$ cat config.mk
export PLATFORM = sky130hd
export DESIGN_NAME = uart_cmd_loader_flat
export DESIGN_NICKNAME = d
export VERILOG_FILES = /design/src/rtl/uart_cmd_loader_pkg.sv /design/src/rtl/uart_cmd_loader_if.sv /design/src/rtl/uart_cmd_loader_rx.sv /design/src/rtl/uart_cmd_loader.sv /design/src/flat_wrapper.sv
export SDC_FILE = /design/constraint.sdc
export NUM_CORES = 1
export LEC_CHECK = 0
export ABC_CLOCK_PERIOD_IN_PS = 2170
export CAP_MARGIN = 25
export CORE_MARGIN = 4
export CORE_UTILIZATION = 56
export DETAILED_ROUTE_END_ITERATION = 10
export PLACE_DENSITY = 0.86
export RECOVER_POWER = 50
export SYNTH_ARGS = -nofsm -noshare
export SYNTH_HDL_FRONTEND = slang
export SYNTH_SLANG_ARGS = --single-unit
$ cat constraint.sdc
create_clock -name clk -period 2.17 [get_ports clk]
set_input_delay 0.5425 -clock clk [delete_from_list [all_inputs] [get_ports clk]]
set_output_delay 0.5425 -clock clk [all_outputs]
set_load 0.02 [all_outputs]
$ cat src/rtl/uart_cmd_loader_pkg.sv
// Shared command-definition constants and state types for the UART command loader.
// CMD_SIZE and the default sync byte are also consumed by the NAND controller.
package uart_cmd_loader_pkg;

    localparam int         CMD_SIZE          = 7;
    localparam logic [7:0] SYNC_BYTE_DEFAULT = 8'hA5;
    localparam int         RAM_AW            = 12;
    localparam int         IDX_W             = $clog2(CMD_SIZE);

    typedef enum logic [1:0] {HUNT, LOAD, DONE} loader_state_t;

    typedef enum logic [1:0] {RX_IDLE, RX_START, RX_DATA, RX_STOP} rx_state_t;

    // Command index zero-extended onto the 12-bit RAM address bus.
    function automatic logic [RAM_AW-1:0] idx_to_addr(input logic [IDX_W-1:0] idx);
        return {{(RAM_AW - IDX_W){1'b0}}, idx};
    endfunction

endpackage

$ cat src/rtl/uart_cmd_loader_if.sv
// Bundle of the loader's serial input, control handshake and command-RAM write port.
interface uart_cmd_loader_if;
    import uart_cmd_loader_pkg::*;

    logic              rx;
    logic              ready_clr;
    logic [RAM_AW-1:0] ram_addr;
    logic [7:0]        ram_data;
    logic              ram_we;
    logic              ready;
    logic              busy;
    logic              frame_err;
    logic              timeout_err;

    modport master (
        input  rx, ready_clr,
        output ram_addr, ram_data, ram_we, ready, busy, frame_err, timeout_err
    );

    modport slave (
        output rx, ready_clr,
        input  ram_addr, ram_data, ram_we, ready, busy, frame_err, timeout_err
    );

endinterface

$ cat src/rtl/uart_cmd_loader_rx.sv
// 8N1 UART receiver with a 2-FF input synchronizer; emits one-cycle byte_valid
// or frame_err pulses after the stop-bit sample.
module uart_rx
    import uart_cmd_loader_pkg::*;
#(
    parameter int CLKS_PER_BIT = 16
) (
    input  logic       clk,
    input  logic       rst,
    input  logic       rx,
    output logic [7:0] rx_byte,
    output logic       byte_valid,
    output logic       frame_err
);

    localparam int CNT_W = (CLKS_PER_BIT > 2) ? $clog2(CLKS_PER_BIT) : 1;
    localparam logic [CNT_W-1:0] HALF_LAST = CNT_W'(CLKS_PER_BIT / 2 - 1);
    localparam logic [CNT_W-1:0] BIT_LAST  = CNT_W'(CLKS_PER_BIT - 1);

    logic             sync1_q, sync1_d;
    logic             sync2_q, sync2_d;
    logic             prev_q, prev_d;
    rx_state_t        state_q, state_d;
    logic [CNT_W-1:0] cnt_q, cnt_d;
    logic [2:0]       bit_q, bit_d;
    logic [7:0]       shift_q, shift_d;
    logic             byte_valid_q, byte_valid_d;
    logic             frame_err_q, frame_err_d;

    always_comb begin
        sync1_d      = rx;
        sync2_d      = sync1_q;
        prev_d       = sync2_q;
        state_d      = state_q;
        cnt_d        = cnt_q;
        bit_d        = bit_q;
        shift_d      = shift_q;
        byte_valid_d = 1'b0;
        frame_err_d  = 1'b0;
        case (state_q)
            RX_IDLE: begin
                if (prev_q && !sync2_q) begin
                    state_d = RX_START;
                    cnt_d   = '0;
                end
            end
            // A start bit that is high again at mid-bit was a glitch: drop it silently.
            RX_START: begin
                if (cnt_q == HALF_LAST) begin
                    cnt_d = '0;
                    bit_d = '0;
                    state_d = sync2_q ? RX_IDLE : RX_DATA;
                end else begin
                    cnt_d = cnt_q + 1'b1;
                end
            end
            RX_DATA: begin
                if (cnt_q == BIT_LAST) begin
                    cnt_d   = '0;
                    shift_d = {sync2_q, shift_q[7:1]};
                    if (bit_q == 3'd7) begin
                        state_d = RX_STOP;
                    end else begin
                        bit_d = bit_q + 1'b1;
                    end
                end else begin
                    cnt_d = cnt_q + 1'b1;
                end
            end
            RX_STOP: begin
                if (cnt_q == BIT_LAST) begin
                    cnt_d        = '0;
                    byte_valid_d = sync2_q;
                    frame_err_d  = !sync2_q;
                    state_d      = RX_IDLE;
                end else begin
                    cnt_d = cnt_q + 1'b1;
                end
            end
            default: state_d = RX_IDLE;
        endcase
    end

    always_ff @(posedge clk or posedge rst) begin
        if (rst) begin
            sync1_q      <= 1'b1;
            sync2_q      <= 1'b1;
            prev_q       <= 1'b1;
            state_q      <= RX_IDLE;
            cnt_q        <= '0;
            bit_q        <= '0;
            shift_q      <= '0;
            byte_valid_q <= 1'b0;
            frame_err_q  <= 1'b0;
        end else begin
            sync1_q      <= sync1_d;
            sync2_q      <= sync2_d;
            prev_q       <= prev_d;
            state_q      <= state_d;
            cnt_q        <= cnt_d;
            bit_q        <= bit_d;
            shift_q      <= shift_d;
            byte_valid_q <= byte_valid_d;
            frame_err_q  <= frame_err_d;
        end
    end

    assign rx_byte    = shift_q;
    assign byte_valid = byte_valid_q;
    assign frame_err  = frame_err_q;

endmodule

$ cat src/rtl/uart_cmd_loader.sv
// Loads a SYNC_BYTE-framed command of CMD_SIZE bytes from a UART into command RAM
// and holds ready until the NAND controller releases it with ready_clr.
module uart_cmd_loader
    import uart_cmd_loader_pkg::*;
#(
    parameter int         CLKS_PER_BIT = 16,
    parameter int         TIMEOUT_CLKS = 4096,
    parameter logic [7:0] SYNC_BYTE    = SYNC_BYTE_DEFAULT
) (
    input logic               clk,
    input logic               rst,
    uart_cmd_loader_if.master bus
);

    localparam int TO_W = $clog2(TIMEOUT_CLKS + 1);
    localparam logic [TO_W-1:0]  TO_LAST  = TO_W'(TIMEOUT_CLKS - 1);
    localparam logic [IDX_W-1:0] IDX_LAST = IDX_W'(CMD_SIZE - 1);

    logic [7:0] rx_byte;
    logic       rx_valid;
    logic       rx_frame_err;

    uart_rx #(.CLKS_PER_BIT(CLKS_PER_BIT)) u_rx (
        .clk       (clk),
        .rst       (rst),
        .rx        (bus.rx),
        .rx_byte   (rx_byte),
        .byte_valid(rx_valid),
        .frame_err (rx_frame_err)
    );

    loader_state_t     state_q, state_d;
    logic [IDX_W-1:0]  idx_q, idx_d;
    logic [TO_W-1:0]   idle_q, idle_d;
    logic [RAM_AW-1:0] ram_addr_q, ram_addr_d;
    logic [7:0]        ram_data_q, ram_data_d;
    logic              ram_we_q, ram_we_d;
    logic              ready_q, ready_d;
    logic              busy_q, busy_d;
    logic              frame_err_q, frame_err_d;
    logic              timeout_err_q, timeout_err_d;

    always_comb begin
        state_d       = state_q;
        idx_d         = idx_q;
        idle_d        = idle_q;
        ram_addr_d    = ram_addr_q;
        ram_data_d    = ram_data_q;
        ram_we_d      = 1'b0;
        frame_err_d   = rx_frame_err;
        timeout_err_d = 1'b0;
        case (state_q)
            HUNT: begin
                if (rx_valid && rx_byte == SYNC_BYTE) begin
                    state_d = LOAD;
                    idx_d   = '0;
                    idle_d  = '0;
                end
            end
            // Inside a frame every byte is payload, including one equal to SYNC_BYTE.
            LOAD: begin
                if (rx_frame_err) begin
                    state_d = HUNT;
                    idx_d   = '0;
                    idle_d  = '0;
                end else if (rx_valid) begin
                    ram_addr_d = idx_to_addr(idx_q);
                    ram_data_d = rx_byte;
                    ram_we_d   = 1'b1;
                    idle_d     = '0;
                    if (idx_q == IDX_LAST) begin
                        state_d = DONE;
                        idx_d   = '0;
                    end else begin
                        idx_d = idx_q + 1'b1;
                    end
                end else if (idle_q == TO_LAST) begin
                    state_d       = HUNT;
                    idx_d         = '0;
                    idle_d        = '0;
                    timeout_err_d = 1'b1;
                end else begin
                    idle_d = idle_q + 1'b1;
                end
            end
            DONE: begin
                if (bus.ready_clr) begin
                    state_d = HUNT;
                end
            end
            default: state_d = HUNT;
        endcase
        busy_d  = (state_d == LOAD);
        ready_d = (state_d == DONE);
    end

    always_ff @(posedge clk or posedge rst) begin
        if (rst) begin
            state_q       <= HUNT;
            idx_q         <= '0;
            idle_q        <= '0;
            ram_addr_q    <= '0;
            ram_data_q    <= '0;
            ram_we_q      <= 1'b0;
            ready_q       <= 1'b0;
            busy_q        <= 1'b0;
            frame_err_q   <= 1'b0;
            timeout_err_q <= 1'b0;
        end else begin
            state_q       <= state_d;
            idx_q         <= idx_d;
            idle_q        <= idle_d;
            ram_addr_q    <= ram_addr_d;
            ram_data_q    <= ram_data_d;
            ram_we_q      <= ram_we_d;
            ready_q       <= ready_d;
            busy_q        <= busy_d;
            frame_err_q   <= frame_err_d;
            timeout_err_q <= timeout_err_d;
        end
    end

    assign bus.ram_addr    = ram_addr_q;
    assign bus.ram_data    = ram_data_q;
    assign bus.ram_we      = ram_we_q;
    assign bus.ready       = ready_q;
    assign bus.busy        = busy_q;
    assign bus.frame_err   = frame_err_q;
    assign bus.timeout_err = timeout_err_q;

endmodule

$ cat src/flat_wrapper.sv
// flat-port wrapper written by rule: the top's interface ports become plain ports
module uart_cmd_loader_flat import uart_cmd_loader_pkg::*;
#(
    parameter int         CLKS_PER_BIT = 16,
    parameter int         TIMEOUT_CLKS = 4096,
    parameter logic [7:0] SYNC_BYTE    = SYNC_BYTE_DEFAULT
)
  (clk, rst, bus_rx, bus_ready_clr, bus_ram_addr, bus_ram_data, bus_ram_we, bus_ready, bus_busy, bus_frame_err, bus_timeout_err);
  uart_cmd_loader_if bus_i ();
  input logic clk;
  input logic rst;
  input wire logic [$bits(bus_i.rx)-1:0] bus_rx;
  input wire logic [$bits(bus_i.ready_clr)-1:0] bus_ready_clr;
  output wire logic [$bits(bus_i.ram_addr)-1:0] bus_ram_addr;
  output wire logic [$bits(bus_i.ram_data)-1:0] bus_ram_data;
  output wire logic [$bits(bus_i.ram_we)-1:0] bus_ram_we;
  output wire logic [$bits(bus_i.ready)-1:0] bus_ready;
  output wire logic [$bits(bus_i.busy)-1:0] bus_busy;
  output wire logic [$bits(bus_i.frame_err)-1:0] bus_frame_err;
  output wire logic [$bits(bus_i.timeout_err)-1:0] bus_timeout_err;
  assign bus_i.rx = bus_rx;
  assign bus_i.ready_clr = bus_ready_clr;
  assign bus_ram_addr = bus_i.ram_addr;
  assign bus_ram_data = bus_i.ram_data;
  assign bus_ram_we = bus_i.ram_we;
  assign bus_ready = bus_i.ready;
  assign bus_busy = bus_i.busy;
  assign bus_frame_err = bus_i.frame_err;
  assign bus_timeout_err = bus_i.timeout_err;
  uart_cmd_loader #(.CLKS_PER_BIT(CLKS_PER_BIT), .TIMEOUT_CLKS(TIMEOUT_CLKS), .SYNC_BYTE(SYNC_BYTE)) u_core (.clk(clk), .rst(rst), .bus(bus_i));
endmodule
==> reports/qor.csv <==
metric,value,unit
status,"complete, no violations",
cts hold-fix bufs,0,
antenna violations before repair,0,
number of synthesized flops with an enable pin,0,
Root Buffer,clkbuf_8,
Async SR Flop Fraction,100,%
Tcrit/Tclk final,86.6,%
Worst Hold Slack,0.368,ns
# setup viols final,0,
vias in the first global route,1758,
Commonest cells post-synth,"53 x dfrtp_1, 20 x mux2_2, 17 x nand2_1, 14 x o21ai_0, 11 x buf_4",
min-delay worst type,reg2reg,
CTS Buffer Depth,2,
post-CTS sizing,0,
max frequency,532,MHz
power per standard cell area,719,mW/mm^2
Initial DRC Count,201,
min cycle time layout,1.88,ns
filler cell count,328,
share of layout cells above drive strength 1,18.1,%
synthesized area,0.00265,mm^2
per-cell routed wire length,15.5,um
Post-CTS Setup Inserts,0,
I/O pins,29,
number of failing hold endpoints at the final stage,0,
port bufs,19,
Setup CP Type,reg2reg,
Netlist cell types,51,
"flops & latches, synth",56,
utilization after layout,66.2,%
Slew headroom,55.3,%
final-report max-slew violation count,0,
clk_lat worst skew,0.31,ns
CTS tree,done,
die area,0.00589,mm^2
RSZ-0062 raised after global routing,false,
die height,76.7,um
Sequential Area,0.00141,mm^2
Vias,1807,
Slowest Stage Delay on Critical Path,0.59,ns
most frequent cell after synthesis,dfrtp_1,
crit path DAT,2.08,ns
Setup Skew,0.0104,ns
CP Launch Type,flip-flop,
drt drc,0,
CP top delay family,compound AO/OA/AOI/OAI gates,
first-pass GRT wire length,8.14,mm
row cnt,24,
worst-margin pin slew,0.669,ns
type of destination of the critical path,flip-flop,
First-pass DRT Iterations,4,
post-DP HPWL,3.22,mm
syn_area_per_cell,11.7,um^2
CTS sink cnt,56,
Core Region,0.00447,mm^2
Yosys top cell area share,50.1,%
synth warn,0,
setup TNS,0,ns
via/cell ratio,6.00,
overflow left after global routing,0,
fin nets,256,
clock-pin slew on the worst setup and hold paths,0.10,ns
WP data required,2.37,ns
synth top area cells,"dfrtp_1 50%, mux2_2 8.5%, buf_4 3.1%",
largest net degree at the start of global routing,28,
"area leader, netlist",dfrtp_1,
total track usage,17.1,%
# H-tree levels,2,
worst-path fanout max,12,
Max Cap Viol,0,
WL final,4.68,mm
# diodes,0,
crit path cell chain,ha_1 > nand3_2 > o41a_1 > o31ai_2 > nand2_1,
die width,76.7,um
static leakage,0.00133,uW
WP buf/inv,0,
"Top FF cell, synth",dfrtp_1,
Syn Inst Count,227,
Multi-input gate area,0.00115,mm^2
VDD IR max,0.000634,V
CP max-delay cell,o41a_1,
CTS Buf Count,5,
Initial Utilization,59.1,%
Synth-to-Final Area Change,12.0,%
sequential area share after synthesis,53.1,%
Routed Antenna Nets,0,
Routability Congestion,0.796,
-- per-layer routing --
layer / up-vias / routed length, um / track usage (%)
met5: - / 0 / 0
met3: 4 / 183 / 3.98
met1: 890 / 2120 / 22.2
li1: 872 / - / -
met4: 0 / 49 / 6.70
met2: 41 / 2330 / 27.9
-- cell families (layout without fill, tap and decap cells) --
| logic type | after synthesis | count (layout) | share of synthesized area (%) |
|---|---|---|---|
| xor+xnor | 2 | 2 | 0.662 |
| other cells | 1 | 9 | 0.142 |
| compound gates | 55 | 55 | 15.1 |
| mux | 20 | 20 | 8.51 |
| flops | 56 | 56 | 53.1 |
| simple gates | 67 | 67 | 15.6 |
| fa+ha+maj | 4 | 4 | 1.89 |
| buf+inv | 22 | 36 | 5.01 |
-- flip-flops by register name (all words and copies together) (netlist names), 2 cells and up, named ones only --
name,cells
u_core.u_rx.rx_byte,8
u_core.idx_q,3
u_core.bus.ram_data,8
u_core.u_rx.cnt_q,4
u_core.state_q,2
u_core.idle_q,13
u_core.u_rx.bit_q,3
u_core.bus.ram_addr,3
-- metrics by stage --
step / setup slack [ns] / area, um^2 / std cells / power, uW
after global routing: 0.108 / 2960 / 301 / 2250
after CTS: 0.299 / 2980 / 301 / 2150
after global placement: 0.390 / 2870 / 293 / 1480
after detailed placement: 0.312 / 2870 / 293 / 1490
final: 0.291 / 2960 / 301 / 2130
after floorplan: 0.261 / 2680 / 235 / 1450
-- power by group --
group	internal, uW	leakage (uW)	total [uW]	switching [uW]
Clock	346	0.0000524	665	320
Combinational	114	0.000516	248	135
Sequential	1110	0.000759	1220	106
-- placed cells by master, fill, tap and decap left out, types with 3 or more instances in the layout --
master and count:
a22o_1 5, clkdlybuf4s50_1 17, a31oi_1 8, nand3_1 6, o21ai_0 14, o31ai_1 3
dfrtp_1 53, and3_1 5, conb_1 9, clkbuf_1 3, mux2_2 20, o21ai_1 4
nor3_1 4, nand2_1 17, ha_1 4, inv_1 5, nand4_1 4, clkbuf_8 5
a21oi_1 5, nor2_1 9, a21o_1 4, nand4b_1 3
-- path summary, 6_finish.rpt --
path,startpoint,to,slack [ns],cells after the start
setup reg to reg,u_core.idle_q[0],u_core.idx_q[2],0.29,5
max in group asynchronous,rst,u_core.idle_q[6],0.34,3
hold / removal,u_core.u_rx.sync1_q,u_core.u_rx.prev_d,0.37,0
min in group asynchronous,rst,u_core.u_rx.cnt_q[1],0.76,2
setup / recovery,u_core.idle_q[0],u_core.idx_q[2],0.29,5
hold reg to reg,u_core.u_rx.sync1_q,u_core.u_rx.prev_d,0.37,0
-- cell type report --
| cell class | instances | share of cell area (%) |
|---|---|---|
| clock inverter | 1 | 1.01 |
| multi-input combinational | 157 | 38.9 |
| inverter | 5 | 0.634 |
| timing repair buffer | 23 | 7.22 |
| tap | 52 | 2.20 |
| sequential | 56 | 47.4 |
| clock buffer | 7 | 2.58 |
(Power assumes the default switching activity.)
